File: src/rtl/ahb_accel_ctrl.sv
// ahb_accel_ctrl -- AHB-Lite slave that controls a single accelerator.
//
// Registers (word index haddr[4:2]):
//   0 CTRL    W: bit0 START, bit1 IRQ_EN, bit2 ABORT   R: bit1 IRQ_EN
//   1 STATUS  R: bit0 BUSY, bit1 DONE, bit2 TOUT      W1C: bits 1,2
//   2 WT_PTR  R/W weight word index
//   3 WT_DATA W   weight word, streams out on wt_* and bumps WT_PTR
//   4 RESULT  R   last accelerator result
//   5 CYCLES  R   cycles spent in the last/current run (saturating)
//
// Ports:
//   clk, reset_n                      clock, async active-low reset
//   hsel/haddr/htrans/hwrite/hsize    AHB address phase
//   hready_in, hwdata                 bus HREADY, write data (data phase)
//   hrdata/hready/hresp               slave response
//   acc_start, acc_done, acc_result   accelerator handshake
//   wt_we/wt_addr/wt_wdata            weight-memory write port
//   irq                               level interrupt
module ahb_accel_ctrl #(
    parameter int WT_AW   = 12,
    parameter int TIMEOUT = 4096
) (
    input  logic             clk,
    input  logic             reset_n,
    input  logic             hsel,
    input  logic [7:0]       haddr,
    input  logic [1:0]       htrans,
    input  logic             hwrite,
    input  logic [2:0]       hsize,
    input  logic             hready_in,
    input  logic [31:0]      hwdata,
    output logic [31:0]      hrdata,
    output logic             hready,
    output logic             hresp,
    output logic             acc_start,
    input  logic             acc_done,
    input  logic [31:0]      acc_result,
    output logic             wt_we,
    output logic [WT_AW-1:0] wt_addr,
    output logic [31:0]      wt_wdata,
    output logic             irq
);

    localparam logic [2:0] ADDR_CTRL    = 3'd0;
    localparam logic [2:0] ADDR_STATUS  = 3'd1;
    localparam logic [2:0] ADDR_WT_PTR  = 3'd2;
    localparam logic [2:0] ADDR_WT_DATA = 3'd3;
    localparam logic [2:0] ADDR_RESULT  = 3'd4;
    localparam logic [2:0] ADDR_CYCLES  = 3'd5;

    typedef enum logic {ST_IDLE, ST_RUN} state_e;

    state_e           r_state;
    state_e           w_state_next;
    logic             r_dp_valid;
    logic             r_dp_write;
    logic [2:0]       r_dp_idx;
    logic [2:0]       r_dp_size;
    logic             r_err2;
    logic             r_irq_en;
    logic             r_done;
    logic             r_tout;
    logic [WT_AW-1:0] r_wt_ptr;
    logic [31:0]      r_result;
    logic [31:0]      r_cycles;

    logic w_accept, w_busy, w_bad, w_ok, w_wr, w_rd;
    logic w_start_run, w_abort, w_w1c, w_timeout, w_done_evt, w_wt_wr;
    logic w_unused;

    // Address-phase bits that never influence behaviour.
    assign w_unused = ^{haddr[7:5], haddr[1:0], htrans[0]};

    assign w_accept = hsel & htrans[1] & hready_in;
    assign w_busy   = (r_state == ST_RUN);

    // An erroring transfer is judged once, in its first data cycle; the held
    // data-phase registers are ignored during the second ERROR cycle.
    assign w_bad = r_dp_valid & ~r_err2 &
                   ((r_dp_size != 3'b010) |
                    (r_dp_write & w_busy &
                     ((r_dp_idx == ADDR_WT_PTR) | (r_dp_idx == ADDR_WT_DATA))));
    assign w_ok  = r_dp_valid & ~r_err2 & ~w_bad;
    assign w_wr  = w_ok & r_dp_write;
    assign w_rd  = w_ok & ~r_dp_write;

    assign w_start_run = w_wr & (r_dp_idx == ADDR_CTRL) & hwdata[0] & ~w_busy;
    assign w_abort     = w_wr & (r_dp_idx == ADDR_CTRL) & hwdata[2];
    assign w_w1c       = w_wr & (r_dp_idx == ADDR_STATUS);
    assign w_wt_wr     = w_wr & (r_dp_idx == ADDR_WT_DATA);
    assign w_done_evt  = w_busy & acc_done;
    assign w_timeout   = w_busy & (r_cycles == 32'(TIMEOUT - 1));

    // Address phase capture; held while the bus is stalled.
    // NOTE: sequential state uses non-blocking assignments so every flop samples pre-edge values.
    always_ff @(posedge clk or negedge reset_n) begin
        if (!reset_n) begin
            r_dp_valid <= 1'b0;
            r_dp_write <= 1'b0;
            r_dp_idx   <= 3'd0;
            r_dp_size  <= 3'd0;
            r_err2     <= 1'b0;
        end else begin
            r_err2 <= w_bad;
            if (hready_in) begin
                r_dp_valid <= w_accept;
                if (w_accept) begin
                    r_dp_write <= hwrite;
                    r_dp_idx   <= haddr[4:2];
                    r_dp_size  <= hsize;
                end
            end
        end
    end

    always_ff @(posedge clk or negedge reset_n) begin
        if (!reset_n) begin
            r_state <= ST_IDLE;
        end else begin
            r_state <= w_state_next;
        end
    end

    // NOTE: defaults first so no path through always_comb leaves a variable unassigned (no latches).
    always_comb begin
        w_state_next = r_state;
        case (r_state)
            ST_IDLE: if (w_start_run) w_state_next = ST_RUN;
            ST_RUN:  if (acc_done || w_timeout || w_abort) w_state_next = ST_IDLE;
            default: w_state_next = ST_IDLE;
        endcase
    end

    always_ff @(posedge clk or negedge reset_n) begin
        if (!reset_n) begin
            r_irq_en <= 1'b0;
            r_done   <= 1'b0;
            r_tout   <= 1'b0;
            r_wt_ptr <= '0;
            r_result <= '0;
            r_cycles <= '0;
        end else begin
            if (w_wr && (r_dp_idx == ADDR_CTRL)) r_irq_en <= hwdata[1];

            if (w_wr && (r_dp_idx == ADDR_WT_PTR)) r_wt_ptr <= hwdata[WT_AW-1:0];
            else if (w_wt_wr)                      r_wt_ptr <= r_wt_ptr + 1'b1;

            if (w_start_run) begin
                r_cycles <= '0;
                r_done   <= 1'b0;
                r_tout   <= 1'b0;
            end else begin
                if (w_busy && (r_cycles != '1)) r_cycles <= r_cycles + 1'b1;

                // Hardware set beats a coincident W1C.
                if (w_done_evt) begin
                    r_done   <= 1'b1;
                    r_result <= acc_result;
                end else if (w_w1c && hwdata[1]) begin
                    r_done <= 1'b0;
                end

                if (w_timeout && !acc_done)  r_tout <= 1'b1;
                else if (w_w1c && hwdata[2]) r_tout <= 1'b0;
            end
        end
    end

    always_comb begin
        hrdata = '0;
        if (w_rd) begin
            case (r_dp_idx)
                ADDR_CTRL:   hrdata[1]         = r_irq_en;
                ADDR_STATUS: hrdata[2:0]       = {r_tout, r_done, w_busy};
                ADDR_WT_PTR: hrdata[WT_AW-1:0] = r_wt_ptr;
                ADDR_RESULT: hrdata            = r_result;
                ADDR_CYCLES: hrdata            = r_cycles;
                default:     hrdata            = '0;
            endcase
        end
    end

    assign hready    = ~w_bad;
    assign hresp     = w_bad | r_err2;
    assign acc_start = w_busy;
    assign wt_we     = w_wt_wr;
    assign wt_addr   = r_wt_ptr;
    assign wt_wdata  = hwdata;
    assign irq       = r_irq_en & (r_done | r_tout);

endmodule

File: config.mk
export PLATFORM = sky130hd
export DESIGN_NAME = ahb_accel_ctrl
export DESIGN_NICKNAME = d
export VERILOG_FILES = /design/src/rtl/ahb_accel_ctrl.sv
export SDC_FILE = /design/constraint.sdc
export NUM_CORES = 1
export LEC_CHECK = 0
export ABC_AREA = 1
export CAP_MARGIN = 20
export CORE_MARGIN = 1
export CORE_UTILIZATION = 40
export CTS_CLUSTER_SIZE = 25
export DETAILED_ROUTE_END_ITERATION = 10
export PLACE_DENSITY = 0.81
export SKIP_LAST_GASP = 1
export SLEW_MARGIN = 20
export SYNTH_ARGS = -nofsm -noshare
export SYNTH_HDL_FRONTEND = slang
export SYNTH_SLANG_ARGS = --single-unit
File: constraint.sdc
create_clock -name clk -period 1.5 [get_ports clk]
set_input_delay 0.3 -clock clk [delete_from_list [all_inputs] [get_ports clk]]
set_output_delay 0.3 -clock clk [all_outputs]
set_load 0.01 [all_outputs]
==> results of run 1 <==
[worst max-delay path, delay by kind of cell, from the launching register on]
| kind | cells | cell delay (ps) |
|---|---|---|
| DFF | 1 | 440 |
| buffers and inverters | 5 | 570 |
| and+or+nand+nor | 2 | 250 |
| AOI/OAI and AO/OA | 1 | 360 |
[flip-flops by register name (all words and copies together) (netlist names)]
name        flops
r_err2          1
wt_addr        12
acc_start       1
r_result       32
r_tout          1
r_dp_size       3
r_dp_idx        3
r_done          1
r_irq_en        1
r_dp_write      1
r_dp_valid      1
r_cycles       32
[cells in the final DEF (no fill, tap or decap), drive strengths merged]
master	Yosys	layout
clkinv	0	1
clkinvlp	0	3
a21oi	28	28
a22oi	1	1
or2	1	1
dlygate4sd2	0	15
clkbuf	12	13
nor2	112	112
nor3	6	6
and3	1	1
clkdlybuf4s50	0	55
clkdlybuf4s15	0	15
dlygate4sd3	0	1
o21ai	6	6
mux2	34	34
ha	2	2
bufinv	0	2
nor3b	1	1
buf	52	215
inv	51	52
nand2	275	277
dfrtp	89	89
xor2	15	15
a41oi	1	1
xnor2	6	6
nand4	16	16
nand3	75	75
nand3b	3	3
a31oi	11	11
[per-layer routing]
metal,vias up,wire length (µm)
met5,-,36
met4,2,2421
met3,276,3895
met2,820,12410
met1,3498,9533
li1,3041,-
[report_power, final]
| group | internal, mW | switching [mW] |
|---|---|---|
| clock | 1.48 | 1.08 |
| combinational | 1.27 | 1.61 |
| sequential | 2.58 | 0.191 |
[layout make-up]
cell class / count / share of cell area (%)
clock inverter: 7 / 1.046
sequential: 89 / 23.02
timing repair buffer: 305 / 31.23
tap: 180 / 2.324
clock buffer: 9 / 2.324
multi-input combinational: 596 / 37.99
inverter: 51 / 2.066
[worst min-delay path by stage]
stage               slack (ps)  cells past startpoint                endpoint
floorplan                    4                      0     acc_start$_DFF_PN0_
global placement           220                      1  wt_addr[7]$_DFFE_PN0P_
detailed placement         220                      1  wt_addr[7]$_DFFE_PN0P_
CTS                        410                      2  wt_addr[7]$_DFFE_PN0P_
global route               420                      2  wt_addr[7]$_DFFE_PN0P_
finish                     390                      2  wt_addr[5]$_DFFE_PN0P_
[logic make-up (layout without fill, tap and decap cells)]
kind of cell / Yosys count / after routing
xor+xnor: 21 / 21
compound gates: 47 / 47
flops: 89 / 89
buf+inv: 115 / 372
mux: 34 / 34
simple gates: 490 / 492
fa+ha+maj: 2 / 2
[per-stage QoR]
stage          hold slack, ps  std cells  instance area [µm²]  total power, mW
2_1_floorplan           4.409        798                 6178            3.938
3_3_place_gp            218.0       1172                 8288            4.967
3_5_place_dp            222.5       1172                 8288            5.037
4_1_cts                 408.2       1224                 9141            7.609
5_1_grt                 418.2       1237                 9691            8.446
6_report                389.4       1237                 9691            8.204
[timing repair]
item | CTS | global route
endpoints found under the setup margin | 140 | 110
setup buffers | 29 | 15
gates cloned | 7 | 7
hold endpoints to repair | 20 | 0
gates resized for setup | 227 | 104
hold buffers | 1 | 0
pin swaps | 24 | 33
==> results.py, run 1 <==
metrics = {
    "run_status": {
        "run_status": "finished with violations",
        "violations": "design-rule violations, negative setup slack",
    },
    "flow_run": {
        "max-cap-violations": 0,
    },
    "logic_synthesis": {
        "synthMuxAreaShare_pct": 6.625,
        "ys_types": 34,
        "ys_top_cells_by_count": "267 x nand2_1, 104 x nor2_1, 89 x dfrtp_1, 75 x nand3_1, 50 x inv_1",
        "synth_area_um2": 5779,
        "yosys_warnings": 0,
        "synth_compound_area_share_pct": 4.546,
        "ys.flop_type": "dfrtp_1",
        "synth-seq-cells": 89,
        "async_reset_ff_share_pct": 100.0,
        "post-synth-top-area-cell": "dfrtp_1",
        "netlist_instances": 798,
        "synth_edf_count": 0,
        "synth_top_family_by_area": "simple AND/OR/NAND/NOR gates",
        "synthAdderAreaFrac_pct": 0.4330,
        "yosysSeqAreaShare_pct": 38.54,
        "synth.most_common_cell": "nand2_1",
        "ys_top_cells_by_area": "dfrtp_1 39%, nand2_1 17%, nor2_1 6.8%, mux2_2 6.6%, nand3_1 6.5%",
        "yosys.area_share.simple_pct": 36.24,
        "avgSynthCellArea_um2": 7.242,
        "syn_nets": 883,
        "netlist.area_leader.share_pct": 38.54,
        "synth_xor_area_share_pct": 3.183,
    },
    "place": {
        "port_buffers": 117,
        "dp_hpwl_um": 13240,
        "gp_congestion": 0.9415,
        "dp_worst_setup_slack_ps": -599.8,
    },
    "critical_path": {
        "cp.arrival_ps": 1980,
        "crit_fanout": 4,
        "r2r-end": "r_cycles[13]$_DFFE_PN0P_",
        "path_cells": "inv_2 > buf_4 > buf_6 > nand2_4 > inv_2 > nand2_1 > a31oi_4 > buf_6",
        "endpoint": "hrdata[1]",
        "critical_path_class": "register to output port",
        "r2r-start": "r_cycles[25]$_DFFE_PN0P_",
        "cp-startpoint": "r_dp_idx[2]$_DFFE_PN0P_",
        "crit_required_ps": 1200,
        "reg2reg_depth": 10,
        "worst_path_largest_cell_delay_ps": 440,
        "crit_slowest_cell": "dfrtp_1",
        "reg2reg_slack_ps": -700,
        "end_kind": "output port",
        "cp-start-kind": "register",
    },
    "final_layout": {
        "nNetsFinal": 1137,
        "layout-drive-gt1-share_pct": 38.69,
        "fin_util_pct": 69.28,
        "syn_to_final_growth_pct": 67.68,
        "n_antenna_cell": 0,
        "multi_input_area_um2": 3681,
        "regArea_um2": 2231,
        "fillCellCount": 833,
    },
    "sta": {
        "hold_viol_final": 0,
        "fin_skew_ps": 13.00,
        "finalCriticalPeriod_ps": 2281,
        "setup-tns-final_ps": -46530,
        "tightest_slew_ps": 345.5,
        "clock.fmax_mhz": 438.4,
        "finalSetupViolCount": 95,
        "fin_ws_ps": -781.2,
        "relSlewSlack_pct": 76.80,
        "slew_viol_final": 0,
        "rsz0062_at_grt": "true",
        "period_share_pct": 152.1,
    },
    "global_route": {
        "top_usage_layer": "met2",
        "met2_usage_pct": 48.07,
        "grt_pass1_vias": 6698,
        "antenna_found_initial": 0,
        "grt_overflow": 0,
        "grt_max_degree": 45,
        "grt_first_pass_wirelength_um": 34160,
        "met3_usage_pct": 6.273,
        "grt_util_met1_pct": 36.81,
        "track_usage_pct": 29.76,
    },
    "cts": {
        "htree_levels": 3,
        "path_clk_slew_ps": 70,
        "clock_path_buffers": 2,
        "clock_sinks": 89,
        "cts_root_buf": "clkbuf_16",
        "cts_buffers": 9,
        "insertion_delay_ps": 370,
        "cts_tree": "yes",
    },
    "drt": {
        "viasPerCell": 6.174,
        "vias": 7637,
        "drt-initial-drc-count": 1486,
        "drc": 65,
        "dr.pass1.iters": 11,
        "postRouteAntennaNets": 0,
        "drt_wl_total_um": 28300,
        "post_drt_wl_per_cell_um": 22.87,
    },
    "floorplanning": {
        "row_count": 43,
        "ios": 164,
        "die_h_um": 122.2,
        "die_w_um": 122.2,
        "coreArea_um2": 13990,
        "die_area_um2": 14930,
        "initial_core_util_pct": 41.31,
    },
    "power_and_ir_drop": {
        "powerDensity_nw_per_um2": 846.6,
        "leakagePower_nw": 4.556,
        "max-vdd-ir-drop_mv": 0.7157,
    },
    "worst_hold_path": {
        "min_path_type": "primary input to asynchronous set/reset pin",
    },
}
Note: power is estimated with default switching activity, not from simulation.
==> run 2, diff against run 1 <==
--- a/config.mk
+++ b/config.mk
@@ -13,7 +13,7 @@
 export DETAILED_ROUTE_END_ITERATION = 10
 export PLACE_DENSITY = 0.81
 export SKIP_LAST_GASP = 1
-export SLEW_MARGIN = 20
+export SLEW_MARGIN = 15
 export SYNTH_ARGS = -nofsm -noshare
 export SYNTH_HDL_FRONTEND = slang
 export SYNTH_SLANG_ARGS = --single-unit
==> results of run 2 <==
The final DEF is identical to that of run 1; final timing and power are the same.
